File: src/rtl/pc_unit.sv
// Program-counter stage of the single-cycle MIPS core: next-PC selection,
// kernel-mode tracking, pending-interrupt latch and return-address generation.
module pc_unit #(
   parameter logic [31:0] RESET_PC = 32'h8000_0000,
   parameter logic [31:0] ILLOP_PC = 32'h8000_0004,
   parameter logic [31:0] XADR_PC  = 32'h8000_0008
) (
   input  logic        clk,
   input  logic        reset,
   input  logic        Stall,
   input  logic [2:0]  PCSrc,
   input  logic        Exception,
   input  logic        BranchCond,
   input  logic [15:0] Imm16,
   input  logic [25:0] JT,
   input  logic [31:0] DataBusA,
   input  logic        IRQ_in,
   output logic [31:0] PC,
   output logic [31:0] PC_plus4,
   output logic [31:0] ReturnAddr,
   output logic        ker,
   output logic        IRQ
);

   localparam logic [2:0] SRC_SEQ = 3'd0;
   localparam logic [2:0] SRC_BR  = 3'd1;
   localparam logic [2:0] SRC_J   = 3'd2;
   localparam logic [2:0] SRC_JR  = 3'd3;
   localparam logic [2:0] SRC_INT = 3'd4;

   logic [31:0]        pc_q;
   logic               pend;
   logic               guard;
   logic [31:0]        next_pc;
   logic [31:0]        br_target;
   logic [31:0]        j_target;
   logic [31:0]        jr_target;
   logic signed [31:0] br_off;
   logic               take_exc;
   logic               take_int;
   logic               pend_next;
   logic               guard_next;

   function automatic logic signed [31:0] branch_offset(input logic signed [15:0] imm);
      return $signed({{14{imm[15]}}, imm, 2'b00});
   endfunction

   // Branches and jumps may compute an address in the other half of the map;
   // the mode bit is pinned so they can never change privilege.
   function automatic logic [31:0] keep_mode(input logic [31:0] target, input logic mode);
      return {mode, target[30:0]};
   endfunction

   assign PC       = pc_q;
   assign PC_plus4 = pc_q + 32'd4;
   assign ker      = pc_q[31];
   assign IRQ      = pend & ~guard;

   assign br_off    = branch_offset($signed(Imm16));
   assign br_target = keep_mode(PC_plus4 + $unsigned(br_off), ker);
   assign j_target  = keep_mode({PC_plus4[31:28], JT, 2'b00}, ker);
   assign jr_target = {ker & DataBusA[31], DataBusA[30:0]};

   assign take_exc = Exception & ~ker;
   assign take_int = (PCSrc == SRC_INT) & ~ker & ~take_exc;

   // The interrupted instruction re-executes; a faulting one is skipped.
   assign ReturnAddr = take_int ? pc_q : PC_plus4;

   always_comb begin
      next_pc = PC_plus4;
      if (take_exc) begin
         next_pc = XADR_PC;
      end else if (take_int) begin
         next_pc = ILLOP_PC;
      end else begin
         unique case (PCSrc)
            SRC_JR:  next_pc = jr_target;
            SRC_J:   next_pc = j_target;
            SRC_BR:  next_pc = BranchCond ? br_target : PC_plus4;
            default: next_pc = PC_plus4;
         endcase
      end
   end

   // A request arriving on the taking edge wins over the clear.
   always_comb begin
      pend_next  = pend;
      guard_next = guard;
      if (IRQ_in) begin
         pend_next = 1'b1;
      end else if (take_int && !Stall) begin
         pend_next = 1'b0;
      end
      if (!Stall) begin
         guard_next = ker & ~next_pc[31];
      end
   end

   always_ff @(posedge clk or negedge reset) begin
      if (!reset) begin
         pc_q  <= RESET_PC;
         pend  <= 1'b0;
         guard <= 1'b0;
      end else begin
         pend  <= pend_next;
         guard <= guard_next;
         if (!Stall) begin
            pc_q <= next_pc;
         end
      end
   end

endmodule

File: config.mk
export PLATFORM = sky130hd
export DESIGN_NAME = pc_unit
export DESIGN_NICKNAME = d
export VERILOG_FILES = /design/src/rtl/pc_unit.sv
export SDC_FILE = /design/constraint.sdc
export NUM_CORES = 1
export LEC_CHECK = 0
export CORE_ASPECT_RATIO = 1.2
export CORE_MARGIN = 2
export CORE_UTILIZATION = 46
export DETAILED_ROUTE_END_ITERATION = 8
export PLACE_DENSITY = 0.83
export SYNTH_ARGS = -nofsm -noshare
export SYNTH_HDL_FRONTEND = slang
export SYNTH_SLANG_ARGS = --single-unit
File: constraint.sdc
create_clock -name clk -period 4.9 [get_ports clk]
set_input_delay 0.735 -clock clk [delete_from_list [all_inputs] [get_ports clk]]
set_output_delay 0.735 -clock clk [all_outputs]
set_load 0.01 [all_outputs]
==> results.rst <==
.. list-table::
   :header-rows: 1

   * - Metric
     - Value
   * - Starting density of the core
     - around 47%
   * - Commonest cells post-synth
     - sky130_fd_sc_hd__nand2_1, sky130_fd_sc_hd__nor2_1, sky130_fd_sc_hd__xnor2_1, sky130_fd_sc_hd__o21ai_0
   * - Post-CTS Setup Bufs
     - 0
   * - Number of library cell types mapped by synthesis
     - 70
   * - Final layout net count
     - 876
   * - EDFF count, synth
     - 0
   * - Combinational fraction of design power
     - between 60% and 70%
   * - Placer congestion estimate
     - 0.957
   * - Worst hold slack
     - 0.498 ns
   * - Pins Over Slew Limit
     - 0
   * - Worst reg2reg startpoint
     - PC[2]$_DFFE_PN0N_
   * - Remaining antenna violation count
     - 0
   * - I/O pin total
     - ~180
   * - Min-Delay Path Class
     - reg2reg
   * - Fin area
     - between 6000 and 7000 um^2
   * - Number of violations of the max-capacitance limit
     - 0
   * - Synthesis-to-finish area growth
     - 41.7%
   * - Combined area of all synthesized cells
     - 4730 um^2
   * - Net Count, Synth
     - approximately 730
   * - Synthesized-area fraction occupied by adder cells
     - under 10%
   * - Required time of the critical path
     - roughly 5.0 ns
   * - Number of warnings reported in the yosys synthesis log
     - 0
   * - Crit path largest cell delay
     - approximately 0.55 ns
   * - Xor-xnor portion of the synthesized cell area
     - 14.8%
   * - Largest net degree at the start of global routing
     - 40
   * - Number of cells on the worst hold path
     - 2
   * - Number of I/O port buffers
     - 180
   * - Top cells by area in the synthesized netlist
     - sky130_fd_sc_hd__dfrtp_1, sky130_fd_sc_hd__ha_1, sky130_fd_sc_hd__xnor2_1
   * - Net switching power
     - roughly 0.88 mW
   * - Overall fraction of global-route tracks in use
     - 33.0%
   * - Register Area
     - 852 um^2
   * - Setup-failing EPs final
     - 0
   * - Most common cell in the synthesized netlist
     - sky130_fd_sc_hd__nand2_1
   * - Final Critical Period
     - about 4.3 ns
   * - Number of global-route vias before repair
     - roughly 5500
   * - Worst skew pair latency
     - 0.28 ns
   * - Type of element capturing the critical path
     - flop
   * - Synthesized-area fraction occupied by and/or/nand/nor cells
     - between 20% and 30%
   * - Area of combinational cells with multiple inputs
     - ~3600 um^2
   * - Cell-internal power
     - approximately 1.2 mW
   * - Unrepaired setup endpoints after global routing
     - false
   * - Area of the die
     - around 11000 um^2
   * - Post-detail-place hpwl
     - between 10 and 15 mm
   * - Slowest stage cell on the critical path
     - sky130_fd_sc_hd__nor4b_2
   * - Max-Slew Margin vs Limit
     - 42.9%
   * - Final worst path period share
     - a little under 90%
   * - Startpoint Class
     - flop
   * - Largest fanout of any net on the critical path
     - 7
   * - Synth Area in Compound Gates
     - 28.5%
   * - Cell Pwr Density
     - around 310 nW/um^2
   * - Root buffer cell
     - sky130_fd_sc_hd__clkbuf_16
   * - Total wirelength of the detailed-routed design
     - 18.4 mm
   * - Global-route wire length before repair
     - 28.3 mm
   * - Overall Power
     - roughly 2.1 mW
   * - Main combinational cell family by area after synthesis
     - compound AO/OA/AOI/OAI gates
   * - Maximum clock rate
     - 232 MHz
   * - Slack of the worst reg-to-reg path
     - between 0.5 and 0.6 ns
   * - Average cell area after synthesis
     - 7.77 um^2
   * - Count of mapped cells out of synthesis
     - around 610
   * - Initial antenna violation count
     - 0
   * - Sequential Power Share
     - between 20% and 30%
   * - Flops & latches, synth
     - 34
   * - Number of buffers added by the clock tree synthesis step
     - 5
   * - Violation count after the first detailed-route iteration
     - 455
   * - Critical hold path startpoint
     - guard$_DFFE_PN0N_
   * - Core area
     - 10000 um^2
   * - Layout Skew
     - roughly 0.0093 ns
   * - Portion of netlist area occupied by mux cells
     - less than 1%
   * - Static Leak
     - 2.85 nW
   * - Post-DP Area
     - 6540 um^2
   * - Filler cells
     - approximately 860
   * - Number of clock sinks
     - 34
   * - Crit path cell chain
     - ha_1, nand3_2, nor4b_2, nand3_1, nor2_1, xor2_1, ha_1, and3_1, nand3_1, a211oi_1, o2111ai_1, a31oi_1, o31a_1, o211ai_1
   * - Endpoint of the worst register-to-register path
     - PC[29]$_DFFE_PN0N_
   * - H-tree levels
     - 2
   * - Clock-pin slew of the registers on the worst-case setup and hold paths
     - roughly 0.060 ns
   * - Most instantiated flip-flop cell in the synthesis netlist
     - sky130_fd_sc_hd__dfrtp_1
   * - Final core utilization
     - approximately two thirds
   * - Final-report hold violation count
     - 0
   * - Initial DRT Pass Iterations
     - 5
   * - Fraction of power spent switching nets
     - between 40% and 50%
   * - Total via count after detailed routing
     - between 5000 and 6000
   * - Worst ir drop on vdd
     - ~0.18 mV
   * - Sum of negative setup slack
     - 0 ns
   * - Total overflow reported by the global router
     - 0
   * - Fraction of layout instances using a drive strength above 1
     - around 4.7%
   * - Setup CP Type
     - reg2reg
   * - Worst Reg2Reg Path Length in Cells
     - 14
   * - Status
     - finished, final reports clean
   * - Endpoint of the worst hold-timing path
     - guard$_DFFE_PN0N_
   * - Number of placement rows
     - 40
   * - Crit path DAT
     - between 4 and 5 ns
   * - Proportion of register bits with asynchronous set or reset after synthesis
     - 100%
   * - Top cell type's share of synthesized area
     - between 15 and 20%
   * - Drc violations
     - 0
   * - Chip Height
     - between 100 and 150 um
   * - Post-synthesis sequential area ratio
     - 18.0%
   * - CTS tree
     - done
   * - Slew @ Worst Pin
     - about 0.86 ns
   * - Detail-routed net length per standard cell
     - a little over 20 um
   * - Buffer levels on the longest clock path
     - 2
   * - Mean number of vias per cell
     - 6.24
   * - Antenna fix cells
     - 0
   * - Clock power frac
     - between 10% and 20%
   * - DIE WIDTH
     - 96.6 um
   * - Most area-hungry cell type in the Yosys netlist
     - sky130_fd_sc_hd__dfrtp_1
   * - Hold buffer count at cts
     - 0
==> state kept, by name, summed over array words and instances, names as in the netlist <==
register,cells
guard,1
pend,1
PC,32
==> metal layers <==
metal / part of all wire (%) / track usage [%] / up-vias
li1: - / - / 2550
met1: 37 / 39.0 / 2565
met2: 49 / 56.6 / 346
met3: 8.7 / 5.44 / 64
met4: 5.0 / 17.4 / 0
met5: 0 / 0 / -
==> power groups by stage <==
stage | Sequential [mW] | Clock (mW) | Combinational (mW)
after global routing | 0.465 | 0.341 | 1.40
final | 0.455 | 0.330 | 1.30
after floorplan | 0.421 | 0 | 0.729
after CTS | 0.453 | 0.326 | 1.29
after global placement | 0.455 | 0 | 1.27
after detailed placement | 0.457 | 0 | 1.27
==> placed cells by master, fill, tap and decap left out, types with 3 or more instances in the layout <==
cell	netlist	final
sky130_fd_sc_hd__nand2_1	51	51
sky130_fd_sc_hd__nor3b_1	3	3
sky130_fd_sc_hd__a221o_1	4	4
sky130_fd_sc_hd__nand3_2	3	3
sky130_fd_sc_hd__o22ai_1	3	3
sky130_fd_sc_hd__and3_1	7	7
sky130_fd_sc_hd__a22oi_1	6	6
sky130_fd_sc_hd__a222oi_1	14	14
sky130_fd_sc_hd__a21o_1	24	24
sky130_fd_sc_hd__ha_1	34	34
sky130_fd_sc_hd__nor4_1	3	3
sky130_fd_sc_hd__xnor2_1	47	47
sky130_fd_sc_hd__a32o_1	3	3
sky130_fd_sc_hd__and4_1	6	6
sky130_fd_sc_hd__a2bb2oi_1	3	3
sky130_fd_sc_hd__xor2_1	31	31
sky130_fd_sc_hd__o21bai_1	3	3
sky130_fd_sc_hd__nor2_1	48	48
sky130_fd_sc_hd__a21oi_1	34	34
sky130_fd_sc_hd__o211ai_1	7	7
sky130_fd_sc_hd__a31oi_1	8	8
sky130_fd_sc_hd__buf_4	7	9
sky130_fd_sc_hd__o221ai_1	4	4
sky130_fd_sc_hd__inv_1	14	14
sky130_fd_sc_hd__and2_1	5	5
sky130_fd_sc_hd__a221oi_1	7	7
sky130_fd_sc_hd__a22o_1	11	11
sky130_fd_sc_hd__clkdlybuf4s50_1	0	179
sky130_fd_sc_hd__o21ai_0	39	39
sky130_fd_sc_hd__nand2b_1	11	11
sky130_fd_sc_hd__nor3_1	13	12
sky130_fd_sc_hd__dfrtp_1	33	33
sky130_fd_sc_hd__or3_1	4	4
sky130_fd_sc_hd__nand3_1	25	25
sky130_fd_sc_hd__clkbuf_16	0	5
sky130_fd_sc_hd__nand4_1	6	6
sky130_fd_sc_hd__o31ai_1	3	3
sky130_fd_sc_hd__nor2b_1	8	8
==> cells by family (layout without fill, tap and decap cells) <==
family                     Yosys count  in the layout
AOI/OAI and AO/OA                  191            191
adders and majority gates           35             35
buffers and inverters               61            211
and+or+nand+nor                    208            208
muxes                                1              1
DFF                                 34             34
xor gates and xnor gates            79             79
==> worst max path at each step <==
stage	depth (start not counted)	to	from	slack (ns)
finish	14	PC[29]$_DFFE_PN0N_	PC[2]$_DFFE_PN0N_	0.59
global route	14	PC[29]$_DFFE_PN0N_	PC[2]$_DFFE_PN0N_	0.20
CTS	14	PC[29]$_DFFE_PN0N_	PC[2]$_DFFE_PN0N_	0.34
detailed placement	14	PC[29]$_DFFE_PN0N_	PC[2]$_DFFE_PN0N_	0.38
global placement	14	PC[29]$_DFFE_PN0N_	PC[2]$_DFFE_PN0N_	0.51
floorplan	16	PC[28]$_DFFE_PN0N_	PC[2]$_DFFE_PN0N_	1.05
==> through the flow <==
stage | std cells | setup slack [ns]
after CTS | 885 | 0.340
after detailed placement | 877 | 0.384
after global placement | 877 | 0.514
after floorplan | 609 | 1.05
final | 885 | 0.590
after global routing | 885 | 0.204
==> timing repair <==
item,4_1_cts,5_1_grt
setup endpoints to repair,0,3
hold endpoints to repair,0,0
resized for setup,0,1
==> area by class of cell <==
class	count	share of cell area (%)
inverter	14	0.784
clock buffer	6	2.07
timing repair buffer	189	27.8
sequential	34	12.7
multi-input combinational	514	54.1
tap	126	2.35
clock inverter	2	0.187
==> worst max-delay path: cells and delay by family, from the launching register on <==
family,cells,cell delay [ns]
XOR/XNOR,1,0.31
AO/OA/AOI/OAI,5,1.27
flip-flops,1,0.47
adder cells (fa/ha/maj),2,0.62
AND/OR/NAND/NOR,6,1.51
Power figures use the tool's default switching activity.
